--- src/rtl/sm_1118_adc_pkg.sv ---
// Constants and types shared by the ADC128S022 controller and this responder.
// Frame layout: 4 leading zero bits, then a 12-bit sample MSB first.
package sm_1118_adc_pkg;

  localparam int FRAME_BITS     = 16;
  localparam int LEAD_ZERO_BITS = 4;
  localparam int ADDR_MSB_EDGE  = 2;
  localparam int ADDR_LSB_EDGE  = 4;

  typedef logic [2:0]  adc_ch_t;
  typedef logic [11:0] adc_sample_t;

  typedef enum logic {
    ST_IDLE,
    ST_ACTIVE
  } frame_state_t;

endpackage

--- src/rtl/sm_1118_adc_responder_if.sv ---
// Serial link between the ADC controller (master) and the emulated ADC (slave).
interface sm_1118_adc_responder_if;

  logic adc_sck;
  logic adc_cs_n;
  logic din;
  logic dout;
  logic dout_oe;

  modport master (output adc_sck, output adc_cs_n, output din, input dout, input dout_oe);
  modport slave  (input adc_sck, input adc_cs_n, input din, output dout, output dout_oe);

endinterface

--- src/rtl/sm_1118_sync_edge.sv ---
// Multi-flop synchronizer for one asynchronous input, with single-clk rise/fall pulses
// derived from the synchronized level.
module sm_1118_sync_edge #(
  parameter int STAGES  = 2,
  parameter bit RST_VAL = 1'b0
) (
  input  logic clk,
  input  logic rst_n,
  input  logic d,
  output logic level,
  output logic rise,
  output logic fall
);

  logic [STAGES-1:0] sync_reg;
  logic              prev_reg;

  always_ff @(posedge clk or negedge rst_n) begin
    if (!rst_n) begin
      sync_reg <= {STAGES{RST_VAL}};
      prev_reg <= RST_VAL;
    end else begin
      sync_reg <= {sync_reg[STAGES-2:0], d};
      prev_reg <= sync_reg[STAGES-1];
    end
  end

  assign level = sync_reg[STAGES-1];
  assign rise  = level & ~prev_reg;
  assign fall  = ~level & prev_reg;

endmodule

--- src/rtl/sm_1118_adc_responder.sv ---
// ADC128S022 slave emulator: decodes the channel address from din and shifts out the
// sample of the channel addressed in the previous frame from a writable sample table.
module sm_1118_adc_responder
  import sm_1118_adc_pkg::*;
#(
  parameter int DATA_W      = 12,
  parameter int N_CH        = 8,
  parameter int RESET_CH    = 0,
  parameter int SYNC_STAGES = 2
) (
  input  logic                    clk_50M,
  input  logic                    rst_n,
  sm_1118_adc_responder_if.slave  adc,
  input  logic                    wr_en,
  input  adc_ch_t                 wr_ch,
  input  logic [DATA_W-1:0]       wr_data,
  output adc_ch_t                 cur_ch,
  output logic                    frame_done,
  output logic                    frame_err
);

  localparam logic [3:0] EDGE_MSB  = 4'(ADDR_MSB_EDGE);
  localparam logic [3:0] EDGE_LSB  = 4'(ADDR_LSB_EDGE);
  localparam logic [3:0] EDGE_SNAP = 4'(LEAD_ZERO_BITS);
  localparam logic [3:0] EDGE_LAST = 4'(FRAME_BITS - 1);
  localparam adc_ch_t    RESET_CH_C = 3'(RESET_CH);

  logic sck_lvl, sck_rise, sck_fall;
  logic cs_lvl, cs_rise, cs_fall;
  logic din_s, din_rise, din_fall;
  logic sync_unused;

  sm_1118_sync_edge #(.STAGES(SYNC_STAGES), .RST_VAL(1'b0)) u_sync_sck (
    .clk(clk_50M), .rst_n(rst_n), .d(adc.adc_sck),
    .level(sck_lvl), .rise(sck_rise), .fall(sck_fall)
  );
  // chip select idles high, so its synchronizer resets high to avoid a false frame start
  sm_1118_sync_edge #(.STAGES(SYNC_STAGES), .RST_VAL(1'b1)) u_sync_cs (
    .clk(clk_50M), .rst_n(rst_n), .d(adc.adc_cs_n),
    .level(cs_lvl), .rise(cs_rise), .fall(cs_fall)
  );
  sm_1118_sync_edge #(.STAGES(SYNC_STAGES), .RST_VAL(1'b0)) u_sync_din (
    .clk(clk_50M), .rst_n(rst_n), .d(adc.din),
    .level(din_s), .rise(din_rise), .fall(din_fall)
  );

  assign sync_unused = &{1'b0, sck_lvl, cs_lvl, din_rise, din_fall};

  logic [DATA_W-1:0] table_reg [N_CH];

  genvar gi;
  generate
    for (gi = 0; gi < N_CH; gi++) begin : g_table
      always_ff @(posedge clk_50M or negedge rst_n) begin
        if (!rst_n)
          table_reg[gi] <= '0;
        else if (wr_en && (wr_ch == 3'(gi)))
          table_reg[gi] <= wr_data;
      end
    end
  endgenerate

  frame_state_t    state_reg, state_next;
  logic [3:0]      cnt_reg, cnt_next;
  adc_ch_t         addr_reg, addr_next;
  adc_ch_t         pend_reg, pend_next;
  adc_ch_t         cur_reg, cur_next;
  logic [FRAME_BITS-1:0] shift_reg, shift_next;
  logic            done_reg, done_next;
  logic            err_reg, err_next;
  logic [DATA_W-1:0] snap_src;

  // a write landing in the snapshot clk to the channel being converted wins
  always_comb begin
    if (wr_en && (wr_ch == cur_reg) && (int'(wr_ch) < N_CH))
      snap_src = wr_data;
    else if (int'(cur_reg) < N_CH)
      snap_src = table_reg[cur_reg];
    else
      snap_src = '0;
  end

  always_ff @(posedge clk_50M or negedge rst_n) begin
    if (!rst_n) begin
      state_reg <= ST_IDLE;
      cnt_reg   <= '0;
      addr_reg  <= '0;
      pend_reg  <= RESET_CH_C;
      cur_reg   <= RESET_CH_C;
      shift_reg <= '0;
      done_reg  <= 1'b0;
      err_reg   <= 1'b0;
    end else begin
      state_reg <= state_next;
      cnt_reg   <= cnt_next;
      addr_reg  <= addr_next;
      pend_reg  <= pend_next;
      cur_reg   <= cur_next;
      shift_reg <= shift_next;
      done_reg  <= done_next;
      err_reg   <= err_next;
    end
  end

  always_comb begin
    state_next = state_reg;
    cnt_next   = cnt_reg;
    addr_next  = addr_reg;
    pend_next  = pend_reg;
    cur_next   = cur_reg;
    shift_next = shift_reg;
    done_next  = 1'b0;
    err_next   = 1'b0;
    case (state_reg)
      ST_IDLE: begin
        if (cs_fall) begin
          state_next = ST_ACTIVE;
          cnt_next   = '0;
          shift_next = '0;
        end
      end
      ST_ACTIVE: begin
        if (cs_rise) begin
          state_next = ST_IDLE;
          cnt_next   = '0;
          shift_next = '0;
          if (cnt_reg != 4'd0) begin
            err_next  = 1'b1;
            pend_next = cur_reg;
          end
        end else if (sck_rise) begin
          if ((cnt_reg >= EDGE_MSB) && (cnt_reg <= EDGE_LSB))
            addr_next = {addr_reg[1:0], din_s};
          if (cnt_reg == EDGE_LSB)
            pend_next = {addr_reg[1:0], din_s};
          if (cnt_reg == EDGE_LAST) begin
            cnt_next  = '0;
            cur_next  = pend_reg;
            done_next = 1'b1;
          end else begin
            cnt_next = cnt_reg + 4'd1;
          end
        end else if (sck_fall) begin
          // counter already names the bit to drive; the sample enters MSB first at bit 4
          if (cnt_reg == EDGE_SNAP)
            shift_next = {snap_src, {LEAD_ZERO_BITS{1'b0}}};
          else
            shift_next = {shift_reg[FRAME_BITS-2:0], 1'b0};
        end
      end
      default: state_next = ST_IDLE;
    endcase
  end

  assign adc.dout    = shift_reg[FRAME_BITS-1];
  assign adc.dout_oe = (state_reg == ST_ACTIVE);
  assign cur_ch      = cur_reg;
  assign frame_done  = done_reg;
  assign frame_err   = err_reg;

endmodule

--- src/flat_wrapper.sv ---
// flat-port wrapper written by rule: the top's interface ports become plain ports
module sm_1118_adc_responder_flat import sm_1118_adc_pkg::*;
#(
  parameter int DATA_W      = 12,
  parameter int N_CH        = 8,
  parameter int RESET_CH    = 0,
  parameter int SYNC_STAGES = 2
)
  (clk_50M, rst_n, wr_en, wr_ch, wr_data, cur_ch, frame_done, frame_err, adc_adc_sck, adc_adc_cs_n, adc_din, adc_dout, adc_dout_oe);
  sm_1118_adc_responder_if adc_i ();
  input  logic clk_50M;
  input  logic rst_n;
  input  logic wr_en;
  input  adc_ch_t wr_ch;
  input  logic [DATA_W-1:0] wr_data;
  output adc_ch_t cur_ch;
  output logic frame_done;
  output logic frame_err;
  input wire logic [$bits(adc_i.adc_sck)-1:0] adc_adc_sck;
  input wire logic [$bits(adc_i.adc_cs_n)-1:0] adc_adc_cs_n;
  input wire logic [$bits(adc_i.din)-1:0] adc_din;
  output wire logic [$bits(adc_i.dout)-1:0] adc_dout;
  output wire logic [$bits(adc_i.dout_oe)-1:0] adc_dout_oe;
  assign adc_i.adc_sck = adc_adc_sck;
  assign adc_i.adc_cs_n = adc_adc_cs_n;
  assign adc_i.din = adc_din;
  assign adc_dout = adc_i.dout;
  assign adc_dout_oe = adc_i.dout_oe;
  sm_1118_adc_responder #(.DATA_W(DATA_W), .N_CH(N_CH), .RESET_CH(RESET_CH), .SYNC_STAGES(SYNC_STAGES)) u_core (.clk_50M(clk_50M), .rst_n(rst_n), .adc(adc_i), .wr_en(wr_en), .wr_ch(wr_ch), .wr_data(wr_data), .cur_ch(cur_ch), .frame_done(frame_done), .frame_err(frame_err));
endmodule
--- config.mk ---
export PLATFORM = sky130hd
export DESIGN_NAME = sm_1118_adc_responder_flat
export DESIGN_NICKNAME = d
export VERILOG_FILES = /design/src/rtl/sm_1118_adc_pkg.sv /design/src/rtl/sm_1118_adc_responder_if.sv /design/src/rtl/sm_1118_sync_edge.sv /design/src/rtl/sm_1118_adc_responder.sv /design/src/flat_wrapper.sv
export SDC_FILE = /design/constraint.sdc
export NUM_CORES = 1
export LEC_CHECK = 0
export CORE_MARGIN = 4
export CORE_UTILIZATION = 40
export CTS_BUF_LIST = sky130_fd_sc_hd__clkbuf_4 sky130_fd_sc_hd__clkbuf_8
export CTS_CLUSTER_SIZE = 24
export DETAILED_ROUTE_END_ITERATION = 6
export GPL_ROUTABILITY_DRIVEN = 0
export GPL_TIMING_DRIVEN = 0
export RECOVER_POWER = 50
export SLEW_MARGIN = 20
export SYNTH_ARGS = -nofsm -noshare
export SYNTH_HDL_FRONTEND = slang
export SYNTH_HIERARCHICAL = 1
export SYNTH_SLANG_ARGS = --single-unit
--- constraint.sdc ---
create_clock -name clk_50M -period 3.1 [get_ports clk_50M]
set_input_delay 0.62 -clock clk_50M [delete_from_list [all_inputs] [get_ports clk_50M]]
set_output_delay 0.62 -clock clk_50M [all_outputs]
set_load 0.02 [all_outputs]
# Word-level counts from Yosys, hierarchy flattened
# Index checks and enable logic that the tools add are counted.
dict set report classes {
  n_addsub 1
  mul 0
  n_div 0
  order_cmp 3
  n_eq_ne 15
  shifts 0
  n_mux 29
  n_bitwise 11
  reduce_logical 19
}
# cell n
set ops {}
lappend ops {{16-bit 2-to-1 mux} 5}
lappend ops {{12-bit binary-select mux with 3-bit select} 1}
lappend ops {{12-bit 2-to-1 mux} 3}
lappend ops {{16-bit case mux with 2 select lines} 1}
lappend ops {{4-bit 2-to-1 mux} 4}
lappend ops {{3-bit equality test (second input constant)} 4}
lappend ops {{3-bit 2-to-1 mux} 4}
lappend ops {{4-bit AND reduction} 3}
lappend ops {{1-bit logical AND} 10}
lappend ops {{1-bit 2-to-1 mux} 9}
lappend ops {{4-bit case mux with 2 select lines} 1}
lappend ops {{3-bit by 2-bit equality test with 1-bit output (second input constant)} 2}
lappend ops {{3-bit by 1-bit inequality test with 1-bit output (second input constant)} 2}
lappend ops {{1-bit NOT} 6}
lappend ops {{4-bit by 1-bit adder with 4-bit output (second input constant)} 1}
lappend ops {{1-bit bitwise AND} 4}
lappend ops {{4-bit by 3-bit equality test with 1-bit output (second input constant)} 1}
lappend ops {{4-bit equality test (second input constant)} 1}
lappend ops {{4-bit by 2-bit >= comparator with 1-bit output (second input constant)} 1}
lappend ops {{4-bit >= comparator (second input constant)} 1}
lappend ops {{4-bit by 3-bit less-or-equal comparator with 1-bit output (second input constant)} 1}
lappend ops {{3-bit NOT with 4-bit output} 1}
lappend ops {{2-bit nonzero test} 2}
lappend ops {{4-bit nonzero test} 1}
lappend ops {{9 further kinds} 9}
dict set report totals {
  register_bits 135
  latchBits 0
  ramBits 0
  romBits 0
  elab_cells 99
  mem_count 0
}

# Depth between registers and ports, before layout
dict set report logic_depth {
  depth_word 10
  ltp_mapped 7
  ltp_nobuf 6
}

# Modules after synthesis
# The synthesis kept the hierarchy.
# module n_inst cells_per_inst area_per_inst_um2 seq_area_each_um2
set by_module_without_submodules {}
lappend by_module_without_submodules {sm_1118_adc_responder 1 441 5924.4 3078.0}
lappend by_module_without_submodules {{sm_1118_sync_edge (u_core.u_sync_din ...)} 2 5 90.1 75.1}
lappend by_module_without_submodules {{sm_1118_sync_edge (u_core.u_sync_cs)} 1 5 93.8 78.8}

# Worst setup path before layout
# OpenSTA, ideal clock, no wires.
dict set report synth_path {
  kind {input -> register}
  from {in wr_ch[0]}
  to {reg u_core.shift_reg[4]}
  setup_time_ns 0.126
  arrival_ns 1.822
  path_slack_ns 1.152
  path_stages 5
  path_buffers 1
  path_cell_list {buf_2 xor2_1 or4_4 nor4b_4 a221o_1}
}
dict set report synth_between {
  elab_chain_len 8
}
# element line_no
set synth_rtl {}
lappend synth_rtl {{start: declaration} flat_wrapper.sv:14} ;# input adc_ch_t wr_ch;
lappend synth_rtl {{3-bit equality test} sm_1118_adc_responder.sv:75} ;# if (wr_en && (wr_ch == cur_reg) && (int'(wr_ch) < N_CH))
lappend synth_rtl {{1-bit logical AND} sm_1118_adc_responder.sv:75}
lappend synth_rtl {{12-bit 2-to-1 mux} sm_1118_adc_responder.sv:75}
lappend synth_rtl {{16-bit 2-to-1 mux} sm_1118_adc_responder.sv:145} ;# if (cnt_reg == EDGE_SNAP)
lappend synth_rtl {{16-bit 2-to-1 mux} sm_1118_adc_responder.sv:143} ;# end else if (sck_fall) begin
lappend synth_rtl {{16-bit 2-to-1 mux} sm_1118_adc_responder.sv:131} ;# end else if (sck_rise) begin
lappend synth_rtl {{16-bit 2-to-1 mux} sm_1118_adc_responder.sv:123} ;# if (cs_rise) begin
lappend synth_rtl {{16-bit case mux with 2 select lines} sm_1118_adc_responder.sv:114} ;# case (state_reg)
lappend synth_rtl {{end signal: assignment} sm_1118_adc_responder.sv:99} ;# shift_reg <= shift_next;
lappend synth_rtl {{end: declaration} sm_1118_adc_responder.sv:68} ;# logic [FRAME_BITS-1:0] shift_reg, shift_next;
# Every way passes these cells. The select of a mux whose other input is x is not followed.
# A chain may end at the register's enable or synchronous reset.

# Worst setup path after layout
dict set report layout_path {
  from {in wr_ch[2]}
  to {reg u_core/table_reg[76] (netlist name)}
}
dict set report layout_between {
  elab_chain_len 2
}
# element line_no
set layout_rtl {}
lappend layout_rtl {{3-bit by 1-bit equality test with 1-bit output} sm_1118_adc_responder.sv:57} ;# else if (wr_en && (wr_ch == 3'(gi)))
lappend layout_rtl {{1-bit logical AND} sm_1118_adc_responder.sv:57}
lappend layout_rtl {{end signal: indexed assignment} sm_1118_adc_responder.sv:58} ;# table_reg[gi] <= wr_data;
lappend layout_rtl {{end: declaration} sm_1118_adc_responder.sv:49} ;# logic [DATA_W-1:0] table_reg [N_CH];
# Every way passes these cells.

==> impl_results.md <==
- N_diodes: 0
- Crit-path max FO: 10
- Number of max-cap violations: 1
- DRT Wirelength: 13880 µm
- Nets@finish: 522
- Status: finished with violations
- Min cycle time layout: 2568 ps
- Dpl hpwl: 8901 µm
- Post-CTS Resized: 0
- Via Count: 3867
- Avg Inst Size Synth: 13.59 µm²
- Post-CTS setup buffers: 0
- Crit. End Element: register
- Synth warn: 6
- Final hold vios: 0
- Initial antenna violation count: 0
- H-tree levels: 4
- DRT iter0 DRCs: 266
- Worst-Margin Slew: 2308 ps
- Max Clock Skew: 11.98 ps
- Hold Slack: 347.5 ps
- Max reg flops: 96
- CTS buffer count: 17
- Total GRT Usage: 16.61%
- WL met3: 647 µm
- Area Growth Syn to Fin: 15.66%
- Number of global-route vias before repair: 4056
- CTS Root Buffer Type: clkbuf_8
- Die Span X: 132.1 µm
- Row cnt: 45
- Clock buffer depth: 2
- Layout cells sized above 1: 38.16%
- Worst-skew pair later-pin latency: 440 ps
- Average wire per standard cell: 19.86 µm
- Leak pwr: 3.083 nW
- Residual DRC count: 0
- Post-Syn Area: 6158 µm²
- RSZ-0062 raised after global routing: false
- Die area: 17450 µm²
- Largest net degree at the start of global routing: 84
- Reg clk slew, reported paths: 70 ps
- Synth Net Count: 477
- CP Launch Type: input port
- Layout Utilization: 47.03%
- FILL cells: 1340
- DR WL met2: 6559 µm
- 1st-pass router iterations: 4
- Overflow after GRT: 0
- IO Count: 28
- Cell Count, Final, Fillers Out: 699
- Placed cells: 667
- Setup violators final: 0
- Crit path kind: input port to register
- Vias per cell: 5.532
- First-pass GRT wire length: 22430 µm
- Mapped Cells: 453
- Part of the cycle the worst path needs: 82.83%
- Clock sink count: 131
- Initial Util: 40.66%
- CTS Hold Buffers Added: 0
- Die height: 132.1 µm
- Slew Limit Fails: 49
- Hold Path Class: register to register
- IR drop worst, VDD: 259.7 µV
- Critical path arrival: 2880 ps
- Floorplan core area: 15150 µm²
- Violated checks: capacitance limit, slew limit
- PortBufs: 25
- Detail Route Antenna Nets: 0
- Top sig layer: met4
- Normalized max-slew margin: -53.88%
- P per Cell Area: 628.9 nW/µm²
- DRT met1 WL: 6466 µm
- CP Data Required Time: 3410 ps
- PnR Total Power: 4.480 mW
- CTS tree: built
- FMAX: 389.5 MHz
[critical path, stage by stage]
cell and delay [ps]:
clkdlybuf4s50_1 520, nand2b_1 240, nor3b_1 630, buf_2 480, mux2_1 380
[metrics by stage]
stage | area [µm²] | setup WS, ps | TNS, ps
detailed placement | 6676 | 127.9 | 0
floorplan | 6158 | 1152 | 0
global route | 7123 | 350.9 | 0
finish | 7123 | 532.3 | 0
global placement | 6644 | -3647 | -471670
CTS | 7126 | 609.5 | 0
[layer usage]
layer | up-vias | GRT usage (%)
li1 | 1769 | -
met1 | 1991 | 22.99
met2 | 89 | 25.29
met3 | 18 | 3.969
met4 | 0 | 6.534
met5 | - | 0
[cell usage in the layout, fill, tap and decap left out, types with 4 or more instances in the layout]
| cell type | instances |
|---|---|
| o21ai_0 | 5 |
| nand2b_1 | 5 |
| nor2b_1 | 6 |
| clkdlybuf4s50_1 | 21 |
| inv_1 | 5 |
| buf_2 | 14 |
| buf_6 | 5 |
| nand2_1 | 7 |
| mux2_2 | 130 |
| mux2_1 | 23 |
| clkbuf_1 | 6 |
| clkbuf_8 | 20 |
| a22o_1 | 11 |
| nor4_1 | 10 |
| o22ai_1 | 25 |
| nor2_1 | 16 |
| dfrtp_1 | 128 |
| bufinv_16 | 4 |
| a211o_1 | 10 |
[final timing paths]
path                                               startpoint  slack, ps                            end  cells after the start
worst max-delay path                                 wr_ch[2]        530           u_core/table_reg[76]                      5
worst min-delay path            u_core/u_sync_sck/sync_reg[0]        350  u_core/u_sync_sck/sync_reg[1]                      0
worst max register to register   u_core/u_sync_cs/sync_reg[1]        810            u_core/shift_reg[9]                      7
worst min register to register  u_core/u_sync_sck/sync_reg[0]        350  u_core/u_sync_sck/sync_reg[1]                      0
max in group asynchronous                               rst_n        800           u_core/table_reg[90]                      1
min in group asynchronous                               rst_n        970           u_core/table_reg[39]                      1
[report_power, final]
group	switching [mW]	internal [mW]
clock network	0.642	0.965
registers	0.159	2.02
logic	0.283	0.405
total	1.09	3.39
[cell type report]
type,instances,area (µm²),share of cell area [%]
Sequential cell,131,3282,46.07
Clock inverter,9,151.4,2.125
Timing Repair Buffer,26,280.3,3.935
Buffer,28,163.9,2.301
Multi-Input combinational cell,288,2690,37.77
Tap cell,188,235.2,3.302
Inverter,6,22.52,0.3162
Clock buffer,23,297.8,4.181
Power figures use the tool's default switching activity.
